<file path="config.mk">
export PLATFORM = sky130hd
export DESIGN_NAME = bt_uart_rx
export DESIGN_NICKNAME = d
export VERILOG_FILES = /design/src/rtl/bt_uart_pkg.sv /design/src/rtl/bt_sync2.sv /design/src/rtl/bt_uart_rx.sv
export SDC_FILE = /design/constraint.sdc
export NUM_CORES = 1
export LEC_CHECK = 0
export CAP_MARGIN = 5
export CORE_MARGIN = 10
export CORE_UTILIZATION = 62
export CTS_CLUSTER_SIZE = 40
export DETAILED_ROUTE_END_ITERATION = 10
export GPL_TIMING_DRIVEN = 0
export PLACE_DENSITY_LB_ADDON = 0.25
export SLEW_MARGIN = 20
export SYNTH_ARGS = -nofsm -noshare
export SYNTH_HDL_FRONTEND = slang
export SYNTH_SLANG_ARGS = --single-unit
</file>
<file path="constraint.sdc">
create_clock -name clk -period 3.5 [get_ports clk]
set_clock_uncertainty 0.05 [all_clocks]
set_input_delay 1.05 -clock clk [delete_from_list [all_inputs] [get_ports clk]]
set_output_delay 1.05 -clock clk [all_outputs]
set_load 0.02 [all_outputs]
</file>
<file path="src/rtl/bt_uart_pkg.sv">
// Shared definitions for the Bluetooth UART receiver and transmitter:
// the state encoding, the default bit period and the frame length.
package bt_uart_pkg;

    localparam int CLKS_PER_BIT_DEF = 5208;
    localparam int FRAME_BITS       = 8;

    typedef logic [2:0] rx_state_t;

    localparam rx_state_t ST_IDLE      = 3'd0;
    localparam rx_state_t ST_START     = 3'd1;
    localparam rx_state_t ST_DATA      = 3'd2;
    localparam rx_state_t ST_PARITY    = 3'd3;
    localparam rx_state_t ST_STOP      = 3'd4;
    localparam rx_state_t ST_WAIT_IDLE = 3'd5;

endpackage

</file>
<file path="src/rtl/bt_sync2.sv">
// Two-flop synchronizer for a single asynchronous bit, with a
// configurable reset value so an idle-high line looks idle out of reset.
module bt_sync2 #(
    parameter logic RESET_VAL = 1'b1
) (
    input  logic clk,
    input  logic rst_n,
    input  logic d_i,
    output logic q_o
);

    logic [1:0] sync_q;

    always_ff @(posedge clk or negedge rst_n) begin
        if (!rst_n) begin
            sync_q <= {2{RESET_VAL}};
        end else begin
            sync_q <= {sync_q[0], d_i};
        end
    end

    assign q_o = sync_q[1];

endmodule

</file>
<file path="src/rtl/bt_uart_rx.sv">
// 8N1 UART receiver for the Bluetooth module link (LSB first, idle high).
// Define BT_RX_PARITY_EN to expect an even-parity bit after the data bits.
module bt_uart_rx
    import bt_uart_pkg::*;
#(
    parameter int CLKS_PER_BIT = CLKS_PER_BIT_DEF
) (
    input  logic       clk,
    input  logic       rst_n,
    input  logic       rxd,
    output logic [7:0] data,
    output logic       valid,
    output logic       frame_err,
    output logic       parity_err,
    output logic       busy
);

    localparam int CW = $clog2(CLKS_PER_BIT);
    localparam int BW = $clog2(FRAME_BITS);
    localparam logic [CW-1:0] CNT_BIT_LAST  = CW'(CLKS_PER_BIT - 1);
    localparam logic [CW-1:0] CNT_HALF_LAST = CW'(CLKS_PER_BIT / 2 - 1);
    localparam logic [BW-1:0] BIT_LAST      = BW'(FRAME_BITS - 1);

    logic rxd_s;

    rx_state_t             state_q, state_d;
    logic [CW-1:0]         cnt_q, cnt_d;
    logic [BW-1:0]         bit_q, bit_d;
    logic [FRAME_BITS-1:0] shift_q, shift_d;
    logic [7:0]            data_q, data_d;
    logic                  valid_q, valid_d;
    logic                  ferr_q, ferr_d;
    logic [1:0]            prime_q, prime_d;
    logic                  armed_q, armed_d;
`ifdef BT_RX_PARITY_EN
    logic                  perr_q, perr_d;
    logic                  par_bad_q, par_bad_d;
`endif

    bt_sync2 #(.RESET_VAL(1'b1)) u_sync (
        .clk  (clk),
        .rst_n(rst_n),
        .d_i  (rxd),
        .q_o  (rxd_s)
    );

    always_comb begin
        state_d = state_q;
        cnt_d   = cnt_q;
        bit_d   = bit_q;
        shift_d = shift_q;
        data_d  = data_q;
        valid_d = 1'b0;
        ferr_d  = 1'b0;
`ifdef BT_RX_PARITY_EN
        perr_d    = 1'b0;
        par_bad_d = par_bad_q;
`endif
        // Starts are only accepted once the synchronizer holds real line
        // samples that show idle, so a frame caught mid-way by reset is ignored.
        prime_d = {prime_q[0], 1'b1};
        armed_d = armed_q | (prime_q[1] & rxd_s);

        case (state_q)
            ST_IDLE: begin
                if (armed_q && !rxd_s) begin
                    state_d = ST_START;
                    cnt_d   = '0;
                    bit_d   = '0;
                end
            end
            ST_START: begin
                if (cnt_q == CNT_HALF_LAST) begin
                    cnt_d   = '0;
                    state_d = rxd_s ? ST_IDLE : ST_DATA;
                end else begin
                    cnt_d = cnt_q + 1'b1;
                end
            end
            ST_DATA: begin
                if (cnt_q == CNT_BIT_LAST) begin
                    cnt_d   = '0;
                    shift_d = {rxd_s, shift_q[FRAME_BITS-1:1]};
                    bit_d   = bit_q + 1'b1;
                    if (bit_q == BIT_LAST) begin
`ifdef BT_RX_PARITY_EN
                        state_d = ST_PARITY;
`else
                        state_d = ST_STOP;
`endif
                    end
                end else begin
                    cnt_d = cnt_q + 1'b1;
                end
            end
`ifdef BT_RX_PARITY_EN
            ST_PARITY: begin
                if (cnt_q == CNT_BIT_LAST) begin
                    cnt_d     = '0;
                    par_bad_d = rxd_s ^ (^shift_q);
                    state_d   = ST_STOP;
                end else begin
                    cnt_d = cnt_q + 1'b1;
                end
            end
`endif
            ST_STOP: begin
                if (cnt_q == CNT_BIT_LAST) begin
                    cnt_d = '0;
                    if (rxd_s) begin
                        data_d  = shift_q;
                        valid_d = 1'b1;
`ifdef BT_RX_PARITY_EN
                        perr_d  = par_bad_q;
`endif
                        state_d = ST_IDLE;
                    end else begin
                        ferr_d  = 1'b1;
                        state_d = ST_WAIT_IDLE;
                    end
                end else begin
                    cnt_d = cnt_q + 1'b1;
                end
            end
            ST_WAIT_IDLE: begin
                if (rxd_s) begin
                    state_d = ST_IDLE;
                end
            end
            default: state_d = ST_IDLE;
        endcase
    end

    always_ff @(posedge clk or negedge rst_n) begin
        if (!rst_n) begin
            state_q <= ST_IDLE;
            cnt_q   <= '0;
            bit_q   <= '0;
            shift_q <= '0;
            data_q  <= 8'h00;
            valid_q <= 1'b0;
            ferr_q  <= 1'b0;
            prime_q <= 2'b00;
            armed_q <= 1'b0;
`ifdef BT_RX_PARITY_EN
            perr_q    <= 1'b0;
            par_bad_q <= 1'b0;
`endif
        end else begin
            state_q <= state_d;
            cnt_q   <= cnt_d;
            bit_q   <= bit_d;
            shift_q <= shift_d;
            data_q  <= data_d;
            valid_q <= valid_d;
            ferr_q  <= ferr_d;
            prime_q <= prime_d;
            armed_q <= armed_d;
`ifdef BT_RX_PARITY_EN
            perr_q    <= perr_d;
            par_bad_q <= par_bad_d;
`endif
        end
    end

    assign data      = data_q;
    assign valid     = valid_q;
    assign frame_err = ferr_q;
    assign busy      = (state_q != ST_IDLE);
`ifdef BT_RX_PARITY_EN
    assign parity_err = perr_q;
`else
    assign parity_err = 1'b0;
`endif

endmodule

</file>
==> summary.txt <==
Status
  – Status: complete, no violations

Synthesis
  – Synth Instances: ~180
  – Most instantiated cells after synthesis: dfrtp_1 (40), mux2_2 (16), o21ai_0 (14)
  – Most area-hungry cell type in the Yosys netlist: dfrtp_1
  – Netlist cell types: between 50 and 60
  – Synth top area share: 0.496
  – Total number of yosys warnings: 0
  – FFs w/ async S/R, synth: 1.00
  – Most frequent cell after synthesis: dfrtp_1
  – Post-Syn Nets: 181
  – Synth top area cells: dfrtp_1 (50%), mux2_2 (8.9%), o21ai_0 (3.5%), dfstp_2 (2.6%), nand3_1 (2.0%)
  – Synthesized area per cell: 11.5 um2
  – Main synth FF type: dfrtp_1
  – Sequential element share of the synthesized area: 0.522
  – Synth Cell Area: 0.00202 mm2
  – Number of synthesized flops with an enable pin: 0
  – Synth Register Bits: 42

Drt
  – Routed WL: 3.72 mm
  – Pre-Repair DR Iteration Count: 4
  – Wirelength per Cell: 15.4 um
  – DRC viols: 0
  – Iteration-0 DRC Markers: 92
  – Drt via density: 5.80
  – Detail Route Antenna Nets: 0
  – Vias: between 1000 and 1500

Floorplan
  – DIE AREA: 0.00594 mm2
  – Die Y: roughly 77 um
  – Die W: 77.1 um
  – Ports: 15
  – Core Footprint: 0.00308 mm2
  – Initial core utilization: 0.656
  – # rows: 20

Power
  – Worst VDD drop: 0.329 mV
  – Leakage: between 1 and 1.5 nW
  – Total Power: 1.17 mW
  – PD cells: 515 mW/mm2

Final layout
  – # nets final: 202
  – Ratio of cells with drive above 1 in the final layout: 0.234
  – Area growth from synthesis to layout: 12.8%
  – ANT cells: 0
  – Filler Cell Count: approximately 210

Timing
  – Max transition margin: 0.646
  – Final Hold Fails: 0
  – Fmax: 0.325 GHz
  – Min Tclk post-route: 3070 ps
  – Final setup fails: 0
  – TNS Setup: 0 ps
  – RSZ-0062 raised after global routing: false
  – Slew @ Worst Pin: approximately 530 ps
  – Fin. max-slew vios: 0
  – Tcrit/Tclk final: 0.878

Global route
  – Antenna violations before repair: 0
  – Tot GR Track Use: 0.135
  – Vias in the first global route: about 1400
  – Largest net degree at the start of global routing: 27
  – GRT Residual Overflow: 0
  – Global-route wire length before repair: ~6.7 mm

Clocking
  – Worst-skew pair later-pin latency: 370 ps
  – CTS tree: built
  – CTS Buf Count: 5
  – H-tree Lvls: 2
  – Clk sink count: 42
  – Post-CTS setup buffer count: 0
  – Resize count post-CTS: 0
  – Root Buffer: clkbuf_4
  – CTS Buffer Depth: 2
  – Clk slew on worst S/H paths: 140 ps
  – Post-CTS Hold Buffers: 0

Critical path
  – Worst r2r src: cnt_q[9]
  – Crit path max fanout: 10
  – Setup crit start kind: register
  – R2R depth: 6
  – Bufs and invs on worst path: 2
  – Endpoint class of the critical path: output pin
  – Crit-path cells: clkbuf_1 -> or3_1 -> clkdlybuf4s50_1
  – Critical path data arrival time: between 1500 and 2000 ps
  – Top delay family on crit path: buffers and inverters
  – Slowest CP cell: clkdlybuf4s50_1
  – FF-to-FF End: cnt_q[9]
  – R2R setup slack: about 1300 ps
  – CP Data Required Time: 2400 ps
  – CP max stage delay: 550 ps
  – Setup CP Type: register to output pin

Min path
  – WHS Endpoint: prime_q[1]
  – Min-Delay Path Depth: 0
  – HP Start: prime_q[0]
  – Hold WC Path Type: register to register

Run
  – Max-Cap Viols: 0

Placed design
  – Post-DP HPWL: 2.70 mm
  – IO buf count: 13
  – Routability cong.: 0.857
-- flip-flops by register name, summed over array words and instances (netlist names) --
signal         flops
cnt_q             13
data               8
shift_q            8
bit_q              3
state_q            3
prime_q            2
u_sync.sync_q      2
armed_q            1
frame_err          1
valid              1
-- worst max-delay path by stage --
stage	start	endpoint	slack, ps	depth (start not counted)
after floorplan	state_q[2]	busy	1370	2
after global placement	rst_n	data[3]	380	1
after detailed placement	state_q[2]	busy	850	3
after CTS	state_q[2]	busy	420	3
after global routing	state_q[2]	busy	310	3
final	state_q[2]	busy	430	3
-- per-stage QoR --
step	setup slack, ps	hold WS (ps)	utilization	instances	area, um2
3_5_place_dp	850	291	0.721	233	2220
3_3_place_gp	379	281	0.716	232	2200
4_1_cts	423	306	0.740	241	2280
5_1_grt	313	315	0.740	241	2280
6_report	426	306	0.740	241	2280
2_1_floorplan	1370	281	-	175	2020
-- worst reg2reg max path: cells and delay by family (launching register included) --
family,cells,cell delay [ps]
AO/OA/AOI/OAI,3,530
buffers and inverters,1,270
flip-flops,1,470
AND/OR/NAND/NOR,2,800
-- layout make-up --
| type | count | area, um2 | share of cell area |
|---|---|---|---|
| Timing Repair Buffer | 14 | 145 | 0.0637 |
| Sequential cell | 42 | 1050 | 0.463 |
| Multi-Input combinational cell | 117 | 891 | 0.391 |
| Inverter | 6 | 22.5 | 0.00989 |
| Clock buffer | 5 | 37.5 | 0.0165 |
| Buffer | 10 | 51.3 | 0.0225 |
| Tap cell | 44 | 55.1 | 0.0242 |
| Clock inverter | 3 | 21.3 | 0.00934 |
-- cells by family after synthesis --
kind of cell,Yosys count,synth area share
adder cells (fa/ha/maj),3,0.0186
XOR/XNOR,1,0.00434
other,2,0.00372
AND/OR/NAND/NOR,54,0.175
buffers and inverters,16,0.0366
flip-flops,42,0.522
multiplexers,18,0.104
AO/OA/AOI/OAI,39,0.136
-- cell usage in the layout (no fill, tap or decap), types with 2 or more instances in the layout --
cell             synthesis  routed
nand2b_1                 3       3
clkbuf_4                 0       5
nand4_1                  2       2
clkdlybuf4s50_1          0      12
nor2b_1                  4       4
dfrtp_1                 40      40
or2_2                    3       3
or3_1                    2       2
o21ai_0                 14      14
a22o_1                   2       2
and3_2                   2       2
clkbuf_1                 5       5
and3_1                   4       4
a31oi_1                  4       4
nand3_1                  8       8
mux2_4                   2       2
nand2_1                  8       8
nand4bb_1                2       2
dfstp_2                  2       2
a21oi_1                  6       6
nor2_1                   5       5
inv_1                    6       6
mux2_2                  16      16
ha_1                     3       3
conb_1                   2       2
buf_2                    2       3
-- metal layers --
| layer | vias to the layer above | track usage | part of all wire |
|---|---|---|---|
| li1 | 680 | - | - |
| met1 | 683 | 0.173 | 0.46 |
| met2 | 30 | 0.207 | 0.48 |
| met3 | 5 | 0.0455 | 0.050 |
| met4 | 0 | 0.0493 | 0.011 |
| met5 | - | 0 | 0 |
-- report_power, final --
group	internal, mW	switching [mW]
registers	0.517	0.0232
clock network	0.0782	0.166
logic	0.165	0.223
total	0.760	0.413
(Power assumes the default switching activity.)
